### config.mk
export PLATFORM = sky130hd
export DESIGN_NAME = supersample_stream
export DESIGN_NICKNAME = d
export VERILOG_FILES = /design/src/rtl/supersample_stream.sv
export SDC_FILE = /design/constraint.sdc
export NUM_CORES = 2
export LEC_CHECK = 0
export CAP_MARGIN = 40
export CORE_AREA = 5 5 407 409
export DETAILED_ROUTE_END_ITERATION = 12
export DIE_AREA = 0 0 412 414
export GPL_TIMING_DRIVEN = 0
export PLACE_DENSITY = 0.43
export SETUP_SLACK_MARGIN = 0.05
export SLEW_MARGIN = 25
export SYNTH_ARGS = -nofsm -noshare
export SYNTH_HDL_FRONTEND = slang
export SYNTH_SLANG_ARGS = --single-unit
### constraint.sdc
create_clock -name clk -period 4.65 [get_ports clk]
set_clock_uncertainty 0.15 [all_clocks]
set_input_delay 0.465 -clock clk [delete_from_list [all_inputs] [get_ports clk]]
set_output_delay 0.465 -clock clk [all_outputs]
set_load 0.1 [all_outputs]
### src/rtl/supersample_stream.sv
// Handshaked chroma upsampler: buffers one NxN block, emits 1/2/4 beats.
// Build option SUPERSAMPLE_FANCY_EN selects triangle interpolation for chroma.
`timescale 1ns/1ps
module supersample_stream #(
  parameter int DATA_W = 8,
  parameter int N      = 8,
  parameter int CH     = 3,
  parameter int CH_W   = $clog2(CH+1)
) (
  input  logic                               clk,
  input  logic                               rst,
  input  logic                               valid_in,
  output logic                               ready_in,
  input  logic [CH_W-1:0]                    ch_in,
  input  logic [1:0]                         mode_in,
  input  logic [N-1:0][N-1:0][DATA_W-1:0]    block_in,
  output logic                               out_valid,
  input  logic                               out_ready,
  output logic [N-1:0][N-1:0][DATA_W-1:0]    out_block,
  output logic [CH_W-1:0]                    out_ch,
  output logic [1:0]                         out_idx,
  output logic                               out_last
);

  localparam int IW = $clog2(N);
  localparam int SW = DATA_W + 4;

  localparam logic [1:0] M11 = 2'd0;
  localparam logic [1:0] M21 = 2'd1;
  localparam logic [1:0] M22 = 2'd2;

  typedef enum logic {S_IDLE, S_EMIT} state_t;

  state_t                            state_q;
  logic [1:0]                        k_q;
  logic [1:0]                        mode_q;
  logic [CH_W-1:0]                   ch_q;
  logic [N-1:0][N-1:0][DATA_W-1:0]   buf_q;

  logic [1:0] mode_d;
  logic [1:0] last_k;
  logic       hs;
  logic       accept;
  logic       take;
  logic       qr;
  logic       qc;

  // Luma is never resampled; mode 11 behaves like 4:2:0.
  always_comb begin
    mode_d = M22;
    if (ch_in == '0 || mode_in == 2'b00)
      mode_d = M11;
    else if (mode_in == 2'b01)
      mode_d = M21;
  end

  // Index of the final beat for the latched mode.
  always_comb begin
    unique case (mode_q)
      M22:     last_k = 2'd3;
      M21:     last_k = 2'd1;
      default: last_k = 2'd0;
    endcase
  end

  assign out_valid = (state_q == S_EMIT);
  assign out_last  = out_valid && (k_q == last_k);
  assign out_ch    = ch_q;
  assign out_idx   = (mode_q == M22) ? k_q :
                     (mode_q == M21) ? {1'b0, k_q[0]} : 2'b00;
  assign qr        = out_idx[1];
  assign qc        = out_idx[0];

  assign hs       = out_valid && out_ready;
  assign ready_in = (state_q == S_IDLE) || (hs && out_last);
  assign accept   = valid_in && ready_in;
  assign take     = accept && (ch_in < CH_W'(CH));

  // Beat sequencer; a new block can be taken on the last beat's handshake.
  always_ff @(posedge clk) begin
    if (rst) begin
      state_q <= S_IDLE;
      k_q     <= 2'd0;
      mode_q  <= M11;
      ch_q    <= '0;
      buf_q   <= '0;
    end else begin
      if (take) begin
        buf_q   <= block_in;
        ch_q    <= ch_in;
        mode_q  <= mode_d;
        k_q     <= 2'd0;
        state_q <= S_EMIT;
      end else if (hs) begin
        if (out_last) begin
          state_q <= S_IDLE;
          k_q     <= 2'd0;
        end else begin
          k_q <= k_q + 2'd1;
        end
      end
    end
  end

  for (genvar gi = 0; gi < N; gi++) begin : g_r
    for (genvar gj = 0; gj < N; gj++) begin : g_c
      logic [IW-1:0]     sr;
      logic [IW-1:0]     sc;
      logic [DATA_W-1:0] pix;

      // Source pixel in the buffer for this output position.
      always_comb begin
        sr = IW'(gi);
        sc = IW'(gj);
        if (mode_q == M22)
          sr = qr ? IW'(N/2 + gi/2) : IW'(gi/2);
        if (mode_q != M11)
          sc = qc ? IW'(N/2 + gj/2) : IW'(gj/2);
      end

`ifdef SUPERSAMPLE_FANCY_EN
      logic [IW-1:0] nr;
      logic [IW-1:0] nc;
      logic [SW-1:0] ea;
      logic [SW-1:0] eb;
      logic [SW-1:0] ec;
      logic [SW-1:0] ed;
      logic [SW-1:0] s2;
      logic [SW-1:0] s4;

      // Nearest other source sample, clamped at the block edge.
      always_comb begin
        if (gj % 2 == 1)
          nc = (sc == IW'(N-1)) ? sc : sc + IW'(1);
        else
          nc = (sc == '0) ? sc : sc - IW'(1);
        if (gi % 2 == 1)
          nr = (sr == IW'(N-1)) ? sr : sr + IW'(1);
        else
          nr = (sr == '0) ? sr : sr - IW'(1);
      end

      assign ea = SW'(buf_q[sr][sc]);
      assign eb = SW'(buf_q[sr][nc]);
      assign ec = SW'(buf_q[nr][sc]);
      assign ed = SW'(buf_q[nr][nc]);
      assign s2 = ea + ea + ea + eb + SW'(2);
      assign s4 = SW'(9) * ea + SW'(3) * eb
                + SW'(3) * ec + ed + SW'(8);

      // Weighted blend; the weights sum to a power of two.
      always_comb begin
        unique case (mode_q)
          M21:     pix = DATA_W'(s2 >> 2);
          M22:     pix = DATA_W'(s4 >> 4);
          default: pix = buf_q[sr][sc];
        endcase
      end
`else
      assign pix = buf_q[sr][sc];
`endif

      assign out_block[gi][gj] = pix;
    end
  end

endmodule

## After elaboration in Yosys (flattened, before gate mapping)

Cells that the tools add are included.

- Reductions and logical operators: 14
- Add/sub/neg operators: 1
- Shifts and indexed selects: 0
- Multipliers: 0
- Bitwise logic cells: 1
- Divide/modulo/power cells: 0
- Eq/ne operators: 4
- Mux-type cells: 177
- $lt $le $gt $ge: 17

Operators with widths:

| cell | count |
|---|---|
| 64-bit binary-select mux with 3-bit select | 8 |
| 8-bit binary-select mux with 3-bit select | 64 |
| 64-bit two-way mux | 8 |
| 8-bit two-way mux | 64 |
| 3-bit two-way mux | 24 |
| 3-bit by 4-bit < comparator with 1-bit output (second input constant) | 16 |
| 2-bit two-way mux | 4 |
| 2-bit nonzero test | 3 |
| 1-bit logical AND | 5 |
| 2-bit by 1-bit equality test with 1-bit output (second input constant) | 2 |
| 2-bit zero test | 2 |
| 1-bit two-way mux | 4 |
| 2-bit case mux with 2 select lines | 1 |
| 2-bit by 1-bit adder with 2-bit output (second input constant) | 1 |
| 2-bit equality test | 1 |
| 2-bit equality test (second input constant) | 1 |
| 1-bit logical OR | 2 |
| 2-bit < comparator (second input constant) | 1 |
| 2-bit AND reduction | 1 |
| 2-bit OR reduction | 1 |
| 1-bit inverter | 1 |

- Output and inout port bits: 519
- Memories: 0
- Latch bits: 0
- Memory bits (writable): 0
- ROM bits: 0
- Register bits after elaboration: 519

## Longest topological paths before layout

- Depth after elaboration: 10
- Mapped depth: 12
- Gate-level depth less buffers: 7

## Worst setup path after synthesis

OpenSTA, ideal clock, no wires.

- Kind: register to output
- Start: register k_q[0]
- End: output port out_block[375] (netlist name)
- Cell stages (with the launch flop): 9
- Data required time: 4.035 ns
- Slack: -0.872 ns
- Data arrival time: 4.907 ns
- Path through: dfxtp_1 -> inv_1 -> fa_1 -> buf_6 -> buf_6 -> buf_6 -> buf_2 -> a311oi_1 -> mux2_2

RTL lines:

| element | RTL line | text |
|---|---|---|
| start, declared | 35 | `logic [1:0] k_q;` |
| start signal, assigned | 99 | `k_q <= k_q + 2'd1;` |
| end, declared | 19 | `output logic [N-1:0][N-1:0][DATA_W-1:0] out_block,` |

==> impl_metrics.env <==
export IMPL_run_status="completed"
export IMPL_dieHeight_um=414
export IMPL_sequential_fraction_of_the_synthesis_area=0.274
export IMPL_cp_top_family="buffers and inverters"
export IMPL_placed_instance_count=8380
export IMPL_critical_path_max_stage_delay_ps=510
export IMPL_path_max_fanout=10
export IMPL_detail_route_vias_per_cell=5.81
export IMPL_yosys_cell_count_top_type="sky130_fd_sc_hd__nand2_1"
export IMPL_grt_setup_unrepaired="yes"
export IMPL_synth_largest_type_area_fraction=0.274
export IMPL_setup_slack_placement_ps=-536
export IMPL_slew_limit_headroom=0.394
export IMPL_grt_pass1_wl_mm=472
export IMPL_async_reset_ff_frac=0
export IMPL_power_density_mw_per_mm2=357
export IMPL_worst_setup_path_start_kind="register"
export IMPL_boundary_pins=1039
export IMPL_timing_worst_slew_pin_value_ps=908
export IMPL_tritoncts="yes"
export IMPL_path_class="reg -> out"
export IMPL_initial_core_util=0.234
export IMPL_grt_start_max_net_pins=12
export IMPL_floorplan_die_area_mm2=0.171
export IMPL_place_congestion=1.04
export IMPL_antenna_left=0
export IMPL_synth_fp_nets=5150
export IMPL_fin_crit_sh=0.995
export IMPL_residual_drc=0
export IMPL_synth_edff_count=0
export IMPL_cp_common_cell="sky130_fd_sc_hd__buf_8"
export IMPL_routed_wire_length_per_instance_um=43.7
export IMPL_grt_util_all_layers=0.416
export IMPL_ir_worst_vdd_mv=0.289
export IMPL_final_net_count=6724
export IMPL_hpwl_mm=319
export IMPL_grt_antenna_before_repair=34
export IMPL_timing_critical_path_required_ps=4030
export IMPL_placementRows=148
export IMPL_setup_violations=0
export IMPL_clk_latency_ps=730
export IMPL_cell_type_with_the_highest_aggregate_area_in_the_netlist="sky130_fd_sc_hd__dfxtp_1"
export IMPL_timing_critical_path_buf_inv=6
export IMPL_maxClockFrequency_mhz=216
export IMPL_first_iter_violations=6439
export IMPL_synth_ff_latch_count=519
export IMPL_io_buffers=1037
export IMPL_final_hold_violation_count=0
export IMPL_fill_cells=16000
export IMPL_post_synthesis_area_per_instance_um2=8.19
export IMPL_crit_path_top_delay_cell="sky130_fd_sc_hd__mux4_2"
export IMPL_fin_worst_hold_slack_ps=134
export IMPL_cts_root_buf="sky130_fd_sc_hd__clkbuf_16"
export IMPL_fin_crit_ps=4620
export IMPL_synth_top_cells_by_count="1737 x sky130_fd_sc_hd__nand2_1, 640 x sky130_fd_sc_hd__a21oi_1, 519 x sky130_fd_sc_hd__dfxtp_1"
export IMPL_routed_via_count=49100
export IMPL_ys_warnings_count=0
export IMPL_regToRegStartpoint="k_q[0]"
export IMPL_hp_class="in -> reg"
export IMPL_drv_slew=0
export IMPL_h_tree_depth_reported_by_cts=3
export IMPL_post_synth_inst_count=4624
export IMPL_cp_startpoint="mode_q[0]"
export IMPL_die_x_um=412
export IMPL_stdcell_count=8457
export IMPL_number_of_global_route_vias_before_repair=47600
export IMPL_syn2layout_area_growth_pct=77.1
export IMPL_min_delay_start="block_in[125]"
export IMPL_path_cells="inv_1 > ha_4 > ha_4 > buf_8 > buf_8 > buf_12 > mux4_2 > mux2_4 > nor2_1 > a21oi_2 > clkdlybuf4s50_1 > buf_8"
export IMPL_seqCellArea_mm2=0.0104
export IMPL_synth_area_mm2=0.0379
export IMPL_drt_pass_1_iters=5
export IMPL_power_mw=24.0
export IMPL_timing_final_ws_setup_ps=25.5
export IMPL_cellLeakagePower_nw=24.3
export IMPL_yosys_cell_types=43
export IMPL_numCtsBuffers=71
export IMPL_critical_path_endpoint_type="primary output"
export IMPL_final_layout_size_suffix_gt1_frac=0.319
export IMPL_cts_buffer_depth=3
export IMPL_synth_ff_type="sky130_fd_sc_hd__dfxtp_1"
export IMPL_multiInputGateArea_mm2=0.0284
export IMPL_synth_area_leaders="sky130_fd_sc_hd__dfxtp_1 27%, sky130_fd_sc_hd__mux4_2 23%, sky130_fd_sc_hd__nand2_1 17%, sky130_fd_sc_hd__a21oi_1 8.5%, sky130_fd_sc_hd__mux2i_1 4.9%"
export IMPL_cp_arrival_ps=4010
export IMPL_clk_transition_reported_paths_ps=60
export IMPL_drt_total_wl_mm=369
export IMPL_clock_sink_total=519
export IMPL_area_of_the_core_mm2=0.162
export IMPL_globalRouteOverflowTotal=0
export IMPL_max_cap_viol_count=0
==> routing by layer <==
layer | GRT usage | wire [um] | vias to the layer above
met5 | 0 | 334 | -
met4 | 0.263 | 31100 | 18
met3 | 0.116 | 38400 | 879
met2 | 0.628 | 158000 | 3787
met1 | 0.522 | 142000 | 24900
li1 | - | - | 19500
==> kinds of logic (layout without fill, tap and decap cells) <==
family | Yosys count | after routing | synth area share
AND/OR/NAND/NOR | 2015 | 2015 | 0.205
buffers and inverters | 444 | 2072 | 0.0610
multiplexers | 702 | 702 | 0.321
AO/OA/AOI/OAI | 938 | 938 | 0.136
other | 0 | 30 | 0
flip-flops | 519 | 519 | 0.274
adder cells (fa/ha/maj) | 6 | 6 | 0.00218
==> final cells by class <==
type                       instances  share of cell area
sequential                       519               0.155
timing repair buffer            1503               0.292
buffer                           433              0.0506
multi-input combinational       3661               0.423
clock inverter                    28             0.00613
inverter                           9            0.000746
tap                             2175              0.0406
antenna                           30             0.00112
clock buffer                      99              0.0303
==> layout by cell type, fill, tap and decap left out, drive strengths merged, types with 19 or more instances in the layout <==
cell           netlist  routed
clkdlybuf4s50        0     871
mux4               397     397
clkbuf             205     304
a21oi              641     641
buf                230     851
a21o                44      44
nand2             1738    1738
mux2i              187     187
dfxtp              519     519
mux2               118     118
and2                32      32
and3                35      35
a31oi              129     129
diode                0      30
a31o                19      19
nor2               187     187
o21ai               62      62
==> final timing paths <==
kind	slack, ps	cells past startpoint	end
max	30	12	out_block[244]
min	130	3	buf_q[125]
max reg2reg	450	9	buf_q[258]
min reg2reg	310	2	out_ch[0]
==> state kept, by name, summed over array words and instances, names as in the netlist <==
register   flops
buf_q        512
out_valid      1
out_ch         2
k_q            2
mode_q         2
==> metrics by stage <==
stage	TNS, ps	util	cell area, um^2
floorplan	0	-	38600
global placement	-196200	0.320	51700
detailed placement	-16310	0.381	61700
CTS	-22.2	0.412	66700
global route	-21.3	0.415	67000
finish	0	0.415	67100
==> repair_timing <==
| action | CTS | global route |
|---|---|---|
| hold buffers | 0 | 0 |
| endpoints found under the setup margin | 504 | 208 |
| buffers inserted | 28 | 32 |
| pin swaps | 50 | 29 |
| gates resized for setup | 745 | 142 |
==> worst reg2reg max path: cells and delay by family, from the launching register on <==
| family | cells | cell delay [ps] |
|---|---|---|
| buf+inv | 4 | 2040 |
| compound gates | 2 | 650 |
| fa+ha+maj | 1 | 550 |
| flops | 1 | 380 |
| simple gates | 2 | 330 |
==> power by group <==
group          internal [mW]  leakage, nW  switching (mW)
combinational           4.33         18.8            8.22
sequential              4.72         4.26           0.756
clock                   3.52         1.19            2.44
Note: power is estimated with default switching activity, not from simulation.
